File: src/rtl/swap_pair_monitor.sv
// -----------------------------------------------------------------------------
// swap_pair_monitor
//
// Checking end of the two-bit registered a/b swap stage. Every cycle the
// monitor is enabled it predicts the DUT output pair for the current input
// pair (swapped or passed through), delays the prediction by LATENCY cycles
// and compares it with the DUT outputs. It counts comparisons and mismatches,
// keeps a sticky error flag and records where the first mismatch happened.
// It only observes the DUT and never drives it.
//
// Parameters:
//   LATENCY  DUT input-to-output delay in cycles (1..8)
//   CW       width of chk_cnt, err_cnt and first_err_idx
//   MAX_ERR  error count that forces HALT; 0 disables halting
//
// Ports:
//   clk             in   clock, rising edge
//   rst             in   synchronous active-high reset
//   en              in   1 = push a check every cycle, 0 = stop and drain
//   mode            in   0 = swap, 1 = pass (captured when leaving IDLE)
//   a_i, b_i        in   pair presented to the DUT this cycle
//   a_o, b_o        in   DUT outputs
//   busy            out  high in RUN or DRAIN
//   halted          out  high in HALT
//   err             out  sticky mismatch flag
//   err_cnt         out  mismatching comparisons, saturating
//   chk_cnt         out  comparisons performed, saturating
//   first_err_idx   out  chk_cnt value at the first mismatch
//   first_err_bits  out  {a mismatch, b mismatch} at the first mismatch
// -----------------------------------------------------------------------------
module swap_pair_monitor #(
  parameter int LATENCY = 1,
  parameter int CW      = 16,
  parameter int MAX_ERR = 8
) (
  input  logic          clk,
  input  logic          rst,
  input  logic          en,
  input  logic          mode,
  input  logic          a_i,
  input  logic          b_i,
  input  logic          a_o,
  input  logic          b_o,
  output logic          busy,
  output logic          halted,
  output logic          err,
  output logic [CW-1:0] err_cnt,
  output logic [CW-1:0] chk_cnt,
  output logic [CW-1:0] first_err_idx,
  output logic [1:0]    first_err_bits
);

  typedef enum logic [1:0] {
    ST_IDLE  = 2'd0,
    ST_RUN   = 2'd1,
    ST_DRAIN = 2'd2,
    ST_HALT  = 2'd3
  } state_t;

  localparam logic [CW-1:0] CNT_MAX   = {CW{1'b1}};
  localparam logic [31:0]   MAX_ERR_U = 32'(MAX_ERR);

  // Expected DUT output pair {a_o, b_o} for a given mode and input pair.
  function automatic logic [1:0] exp_pair(input logic m, input logic a, input logic b);
    logic [1:0] p;
    if (m) begin
      p = {a, b};
    end else begin
      p = {b, a};
    end
    return p;
  endfunction

  // Increment that sticks at all-ones instead of wrapping.
  function automatic logic [CW-1:0] sat_inc(input logic [CW-1:0] v);
    logic [CW-1:0] r;
    if (v == CNT_MAX) begin
      r = v;
    end else begin
      r = v + {{(CW-1){1'b0}}, 1'b1};
    end
    return r;
  endfunction

  state_t             r_state;
  logic               r_mode;
  logic [LATENCY-1:0] r_pipe_v;
  logic [LATENCY-1:0] r_pipe_a;
  logic [LATENCY-1:0] r_pipe_b;
  logic               r_busy;
  logic               r_halted;
  logic               r_err;
  logic [CW-1:0]      r_err_cnt;
  logic [CW-1:0]      r_chk_cnt;
  logic [CW-1:0]      r_first_idx;
  logic [1:0]         r_first_bits;

  logic               w_push;
  logic               w_mode_sel;
  logic [1:0]         w_head;
  logic [LATENCY-1:0] w_pipe_v_nxt;
  logic [LATENCY-1:0] w_pipe_a_nxt;
  logic [LATENCY-1:0] w_pipe_b_nxt;
  logic               w_cmp;
  logic [1:0]         w_miss;
  logic               w_mismatch;
  logic [CW-1:0]      w_chk_nxt;
  logic [CW-1:0]      w_errc_nxt;
  logic               w_err_nxt;
  logic [CW-1:0]      w_fidx_nxt;
  logic [1:0]         w_fbits_nxt;
  logic [31:0]        w_errc_ext;
  logic               w_halt_hit;

  // Head entry, pipeline shift values, tail comparison and counter updates.
  always_comb begin
    w_push       = 1'b0;
    w_mode_sel   = r_mode;
    w_head       = 2'b00;
    w_pipe_v_nxt = {LATENCY{1'b0}};
    w_pipe_a_nxt = {LATENCY{1'b0}};
    w_pipe_b_nxt = {LATENCY{1'b0}};
    w_cmp        = 1'b0;
    w_miss       = 2'b00;
    w_mismatch   = 1'b0;
    w_chk_nxt    = r_chk_cnt;
    w_errc_nxt   = r_err_cnt;
    w_err_nxt    = r_err;
    w_fidx_nxt   = r_first_idx;
    w_fbits_nxt  = r_first_bits;
    w_errc_ext   = 32'd0;
    w_halt_hit   = 1'b0;

    // Pushing is only possible while running or on the edge that starts a run.
    if ((r_state == ST_IDLE) || (r_state == ST_RUN)) begin
      w_push = en;
    end else begin
      w_push = 1'b0;
    end

    // On the starting edge the live mode input is the one being captured.
    if (r_state == ST_IDLE) begin
      w_mode_sel = mode;
    end else begin
      w_mode_sel = r_mode;
    end

    w_head = exp_pair(w_mode_sel, a_i, b_i);

    w_pipe_v_nxt    = r_pipe_v << 1'b1;
    w_pipe_a_nxt    = r_pipe_a << 1'b1;
    w_pipe_b_nxt    = r_pipe_b << 1'b1;
    w_pipe_v_nxt[0] = w_push;
    w_pipe_a_nxt[0] = w_head[1];
    w_pipe_b_nxt[0] = w_head[0];

    // HALT (and IDLE, which never holds valid entries) performs no compares.
    if ((r_state == ST_RUN) || (r_state == ST_DRAIN)) begin
      w_cmp = r_pipe_v[LATENCY-1];
    end else begin
      w_cmp = 1'b0;
    end

    w_miss     = {r_pipe_a[LATENCY-1] ^ a_o, r_pipe_b[LATENCY-1] ^ b_o};
    w_mismatch = w_cmp && (w_miss != 2'b00);

    if (w_cmp) begin
      w_chk_nxt = sat_inc(r_chk_cnt);
    end else begin
      w_chk_nxt = r_chk_cnt;
    end

    if (w_mismatch) begin
      w_errc_nxt = sat_inc(r_err_cnt);
      w_err_nxt  = 1'b1;
      // Only the first mismatch of a run is recorded; later ones just count.
      if (!r_err) begin
        w_fidx_nxt  = r_chk_cnt;
        w_fbits_nxt = w_miss;
      end else begin
        w_fidx_nxt  = r_first_idx;
        w_fbits_nxt = r_first_bits;
      end
    end else begin
      w_errc_nxt = r_err_cnt;
      w_err_nxt  = r_err;
    end

    // Halt is judged on the post-increment count so the last error is counted.
    w_errc_ext = 32'(w_errc_nxt);
    if ((MAX_ERR_U != 32'd0) && w_mismatch && (w_errc_ext >= MAX_ERR_U)) begin
      w_halt_hit = 1'b1;
    end else begin
      w_halt_hit = 1'b0;
    end
  end

  // Control FSM, expectation pipeline, counters and registered outputs.
  always_ff @(posedge clk) begin
    if (rst) begin
      r_state      <= ST_IDLE;
      r_mode       <= 1'b0;
      r_pipe_v     <= {LATENCY{1'b0}};
      r_pipe_a     <= {LATENCY{1'b0}};
      r_pipe_b     <= {LATENCY{1'b0}};
      r_busy       <= 1'b0;
      r_halted     <= 1'b0;
      r_err        <= 1'b0;
      r_err_cnt    <= {CW{1'b0}};
      r_chk_cnt    <= {CW{1'b0}};
      r_first_idx  <= {CW{1'b0}};
      r_first_bits <= 2'b00;
    end else begin
      r_pipe_v <= w_pipe_v_nxt;
      r_pipe_a <= w_pipe_a_nxt;
      r_pipe_b <= w_pipe_b_nxt;

      // A fresh run starts from clean counters; otherwise take the update.
      if ((r_state == ST_IDLE) && en) begin
        r_err        <= 1'b0;
        r_err_cnt    <= {CW{1'b0}};
        r_chk_cnt    <= {CW{1'b0}};
        r_first_idx  <= {CW{1'b0}};
        r_first_bits <= 2'b00;
      end else begin
        r_err        <= w_err_nxt;
        r_err_cnt    <= w_errc_nxt;
        r_chk_cnt    <= w_chk_nxt;
        r_first_idx  <= w_fidx_nxt;
        r_first_bits <= w_fbits_nxt;
      end

      case (r_state)
        ST_IDLE: begin
          if (en) begin
            r_state  <= ST_RUN;
            r_mode   <= mode;
            r_busy   <= 1'b1;
            r_halted <= 1'b0;
          end else begin
            r_state  <= ST_IDLE;
            r_busy   <= 1'b0;
            r_halted <= 1'b0;
          end
        end
        ST_RUN: begin
          if (w_halt_hit) begin
            r_state  <= ST_HALT;
            r_busy   <= 1'b0;
            r_halted <= 1'b1;
          end else if (!en) begin
            r_state  <= ST_DRAIN;
            r_busy   <= 1'b1;
            r_halted <= 1'b0;
          end else begin
            r_state  <= ST_RUN;
            r_busy   <= 1'b1;
            r_halted <= 1'b0;
          end
        end
        ST_DRAIN: begin
          if (w_halt_hit) begin
            r_state  <= ST_HALT;
            r_busy   <= 1'b0;
            r_halted <= 1'b1;
          end else if (en) begin
            r_state  <= ST_RUN;
            r_busy   <= 1'b1;
            r_halted <= 1'b0;
          end else if (w_pipe_v_nxt == {LATENCY{1'b0}}) begin
            r_state  <= ST_IDLE;
            r_busy   <= 1'b0;
            r_halted <= 1'b0;
          end else begin
            r_state  <= ST_DRAIN;
            r_busy   <= 1'b1;
            r_halted <= 1'b0;
          end
        end
        ST_HALT: begin
          r_state  <= ST_HALT;
          r_busy   <= 1'b0;
          r_halted <= 1'b1;
        end
        default: begin
          r_state  <= ST_IDLE;
          r_busy   <= 1'b0;
          r_halted <= 1'b0;
        end
      endcase
    end
  end

  assign busy           = r_busy;
  assign halted         = r_halted;
  assign err            = r_err;
  assign err_cnt        = r_err_cnt;
  assign chk_cnt        = r_chk_cnt;
  assign first_err_idx  = r_first_idx;
  assign first_err_bits = r_first_bits;

endmodule
File: config.mk
export PLATFORM = sky130hd
export DESIGN_NAME = swap_pair_monitor
export DESIGN_NICKNAME = d
export VERILOG_FILES = /design/src/rtl/swap_pair_monitor.sv
export SDC_FILE = /design/constraint.sdc
export NUM_CORES = 1
export LEC_CHECK = 0
export ABC_AREA = 1
export CORE_MARGIN = 4
export CORE_UTILIZATION = 51
export CTS_CLUSTER_SIZE = 8
export DETAILED_ROUTE_END_ITERATION = 8
export PLACE_DENSITY_LB_ADDON = 0.12
export SETUP_SLACK_MARGIN = 0.5
export SLEW_MARGIN = 20
export SYNTH_ARGS = -nofsm -noshare
export SYNTH_HDL_FRONTEND = slang
export SYNTH_SLANG_ARGS = --single-unit
export TNS_END_PERCENT = 20
File: constraint.sdc
create_clock -name clk -period 2.4 [get_ports clk]
set_input_delay 0.48 -clock clk [delete_from_list [all_inputs] [get_ports clk]]
set_output_delay 0.48 -clock clk [all_outputs]
set_load 0.1 [all_outputs]
==> impl_metrics.env <==
export IMPL_status="finished clean"
export IMPL_synth_edff_count=0
export IMPL_dp_slack_ns=-0.02186
export IMPL_cpPeakStageDelay_ns=0.39
export IMPL_skew_ns=0.009710
export IMPL_num_antenna_cells=0
export IMPL_power_density_mw_per_mm2=461.9
export IMPL_synth_seq_cells=59
export IMPL_endpoint_kind="flop"
export IMPL_leakagePower_nw=1.843
export IMPL_tns_ns=0
export IMPL_synth_area_sq_mm=0.002925
export IMPL_drc=0
export IMPL_ys_types=29
export IMPL_drv_cap=0
export IMPL_setup_violations=0
export IMPL_yosysMostFrequentCell="nand2_1"
export IMPL_die_w_um=83.74
export IMPL_synth_top_cells_by_area="dfxtp_1, nand2_1, inv_1"
export IMPL_tightest_slew_ns=0.3417
export IMPL_hold_path_class="flop to flop"
export IMPL_grt_antenna_before_repair=0
export IMPL_hold_slack_ns=0.4934
export IMPL_ctsLongestPathBuffers=2
export IMPL_instances_no_fill=604
export IMPL_htree_levels=3
export IMPL_clk_pin_slew_ns=0.07
export IMPL_yosys_most_used_dff="dfxtp_1"
export IMPL_ant_nets=0
export IMPL_cts_root_buf="clkbuf_8"
export IMPL_core_area_sq_mm=0.005540
export IMPL_post_drt_wl_per_cell_um=13.46
export IMPL_rsz0062_at_grt="true"
export IMPL_critPathTopFamily="simple AND/OR/NAND/NOR gates"
export IMPL_initial_core_util_pct=52.80
export IMPL_grt_usage_pct=23.05
export IMPL_grt_max_degree=25
export IMPL_crit_top_cell="nand2_1"
export IMPL_hold_viol=0
export IMPL_cp_required_ns=2.64
export IMPL_yosysWarningCount=0
export IMPL_cts_buffers=9
export IMPL_overflow=0
export IMPL_worstPathArrival_ns=2.17
export IMPL_slew_viol_final=0
export IMPL_gp_congestion=0.8997
export IMPL_wl_mm=8.127
export IMPL_synthTopCellsByCount="nand2_1, dfxtp_1, inv_1"
export IMPL_startpoint_type="flop"
export IMPL_cp_max_fo=5
export IMPL_ios=61
export IMPL_hold_buffers=0
export IMPL_period_share_pct=80.65
export IMPL_areaGrowthSynthToFinish_pct=42.73
export IMPL_ir_drop_mv=0.3345
export IMPL_fmax_mhz=516.6
export IMPL_drive_above_1_share_pct=35.53
export IMPL_hpwl_mm=5.483
export IMPL_synth_top_cell_by_area="dfxtp_1"
export IMPL_slowest_stage="dfxtp_4"
export IMPL_grt_pass1_wl_mm=13.19
export IMPL_vias_per_cell=5.281
export IMPL_worstSetupPathType="flop to flop"
export IMPL_setup_slack_ns=0.4644
export IMPL_synthArstFlopShare_pct=0
export IMPL_cp_cell_sequence="ha_4 > nand3_4 > nor2_4 > buf_4 > nand3_2 > nor2_4 > a21oi_2 > nor2_2 > nand2_1 > nor2_2 > nand2_1 > nand2_2 > nand3_1 > nand2_1 > inv_1"
export IMPL_grt_pass1_vias=2905
export IMPL_synthesis_nets=447
export IMPL_drt_pass1_iterations=5
export IMPL_syn_inst=433
export IMPL_cts_tree="yes"
export IMPL_synth_top_cell_area_share_pct=40.38
export IMPL_fp_row_count=27
export IMPL_slew_headroom_pct=76.98
export IMPL_vias=3190
export IMPL_drtIter0Drc=173
export IMPL_cp_buffers_inverters=2
export IMPL_avgSynthCellArea_sq_um=6.756
export IMPL_post_place_cells=564
export IMPL_die_y_um=83.74
export IMPL_numPortBuffers=60
export IMPL_ys_seq_area_share_pct=40.38
export IMPL_cts_sinks=59
export IMPL_fin_nets=541
export IMPL_insertion_delay_ns=0.34
export IMPL_fin_crit_ns=1.936
export IMPL_dieArea_sq_mm=0.007012
[state kept, by name, summed over array words and instances, names as in the netlist]
name            flops
err                 1
halted              1
r_pipe_b            1
r_mode              1
r_pipe_v            1
first_err_bits      2
r_pipe_a            1
first_err_idx      16
chk_cnt            16
r_state             2
err_cnt            16
busy                1
[power breakdown]
| part | switching [W] | internal [W] | total (W) |
|---|---|---|---|
| registers | 0.00000710 | 0.000968 | 0.000975 |
| logic | 0.000104 | 0.0000658 | 0.000170 |
| clock network | 0.000409 | 0.000374 | 0.000783 |
[worst reg2reg max path: cells and delay by family, from the launching register on]
kind,cells,cell delay (ns)
flip-flops,1,0.39
AO/OA/AOI/OAI,1,0.05
adder cells (fa/ha/maj),1,0.17
AND/OR/NAND/NOR,11,1.05
buffers and inverters,2,0.18
[cell type report]
class	count	area (sq um)
multi-input combinational	305	1673
fill	441	1365
sequential	59	1271
timing repair buffer	92	729.5
inverter	60	242.7
clock buffer	10	127.6
tap	72	90.09
clock inverter	6	41.29
[cell usage in the layout (no fill, tap or decap), types with 2 or more instances in the layout]
master and n:
o21ai_0 37, nor2_1 46, inv_1 55, a21oi_1 37
o21a_1 2, nor3_1 9, nand3_2 5, nand3_1 22
ha_4 3, dfxtp_1 25, inv_6 2, clkbuf_8 9
nor2_4 8, nand2_2 16, dlygate4sd2_1 2, dfxtp_2 15
nor2_2 8, nand2_1 81, xor2_1 2, dfxtp_4 19
clkdlybuf4s50_1 5, ha_1 3, buf_4 82, nand3b_1 2
nand2_4 5, inv_2 3, nand4_1 7, clkinvlp_4 2
[routing by layer]
metal / share of wire, % / vias to the layer above / global-route usage (%)
li1: - / 1585 / -
met4: 2.7 / 0 / 11.11
met5: 0 / - / 0
met2: 49 / 117 / 37.45
met1: 42 / 1464 / 28.63
met3: 6.3 / 24 / 5.331
[timing repair]
action,in CTS,in global routing
buffers inserted,17,7
setup endpoints to repair,17,17
gates resized for setup,34,23
cloned,0,0
pin swaps,17,15
[final timing paths]
path / startpoint / to / slack (ns) / cells after the start
max: err_cnt[0] / r_state[0] / 0.46 / 15
min: chk_cnt[15] / chk_cnt[15] / 0.49 / 2
max reg2reg: err_cnt[0] / r_state[0] / 0.46 / 15
min reg2reg: chk_cnt[15] / chk_cnt[15] / 0.49 / 2
[stage by stage]
stage | area, sq um | total power (W) | util, %
final | 4175 | 0.001928 | 75.36
after CTS | 4030 | 0.001928 | 72.74
after global routing | 4175 | 0.002000 | 75.36
after global placement | 3626 | 0.001122 | 65.45
after floorplan | 3048 | 0.001084 | -
after detailed placement | 3626 | 0.001124 | 65.45
[cells by family after synthesis]
kind of cell,share of synthesized area [%]
simple gates,32.98
flops,40.38
buf+inv,9.067
xor+xnor,0.8984
fa+ha+maj,2.566
compound gates,14.11
Note: power is estimated with default switching activity, not from simulation.
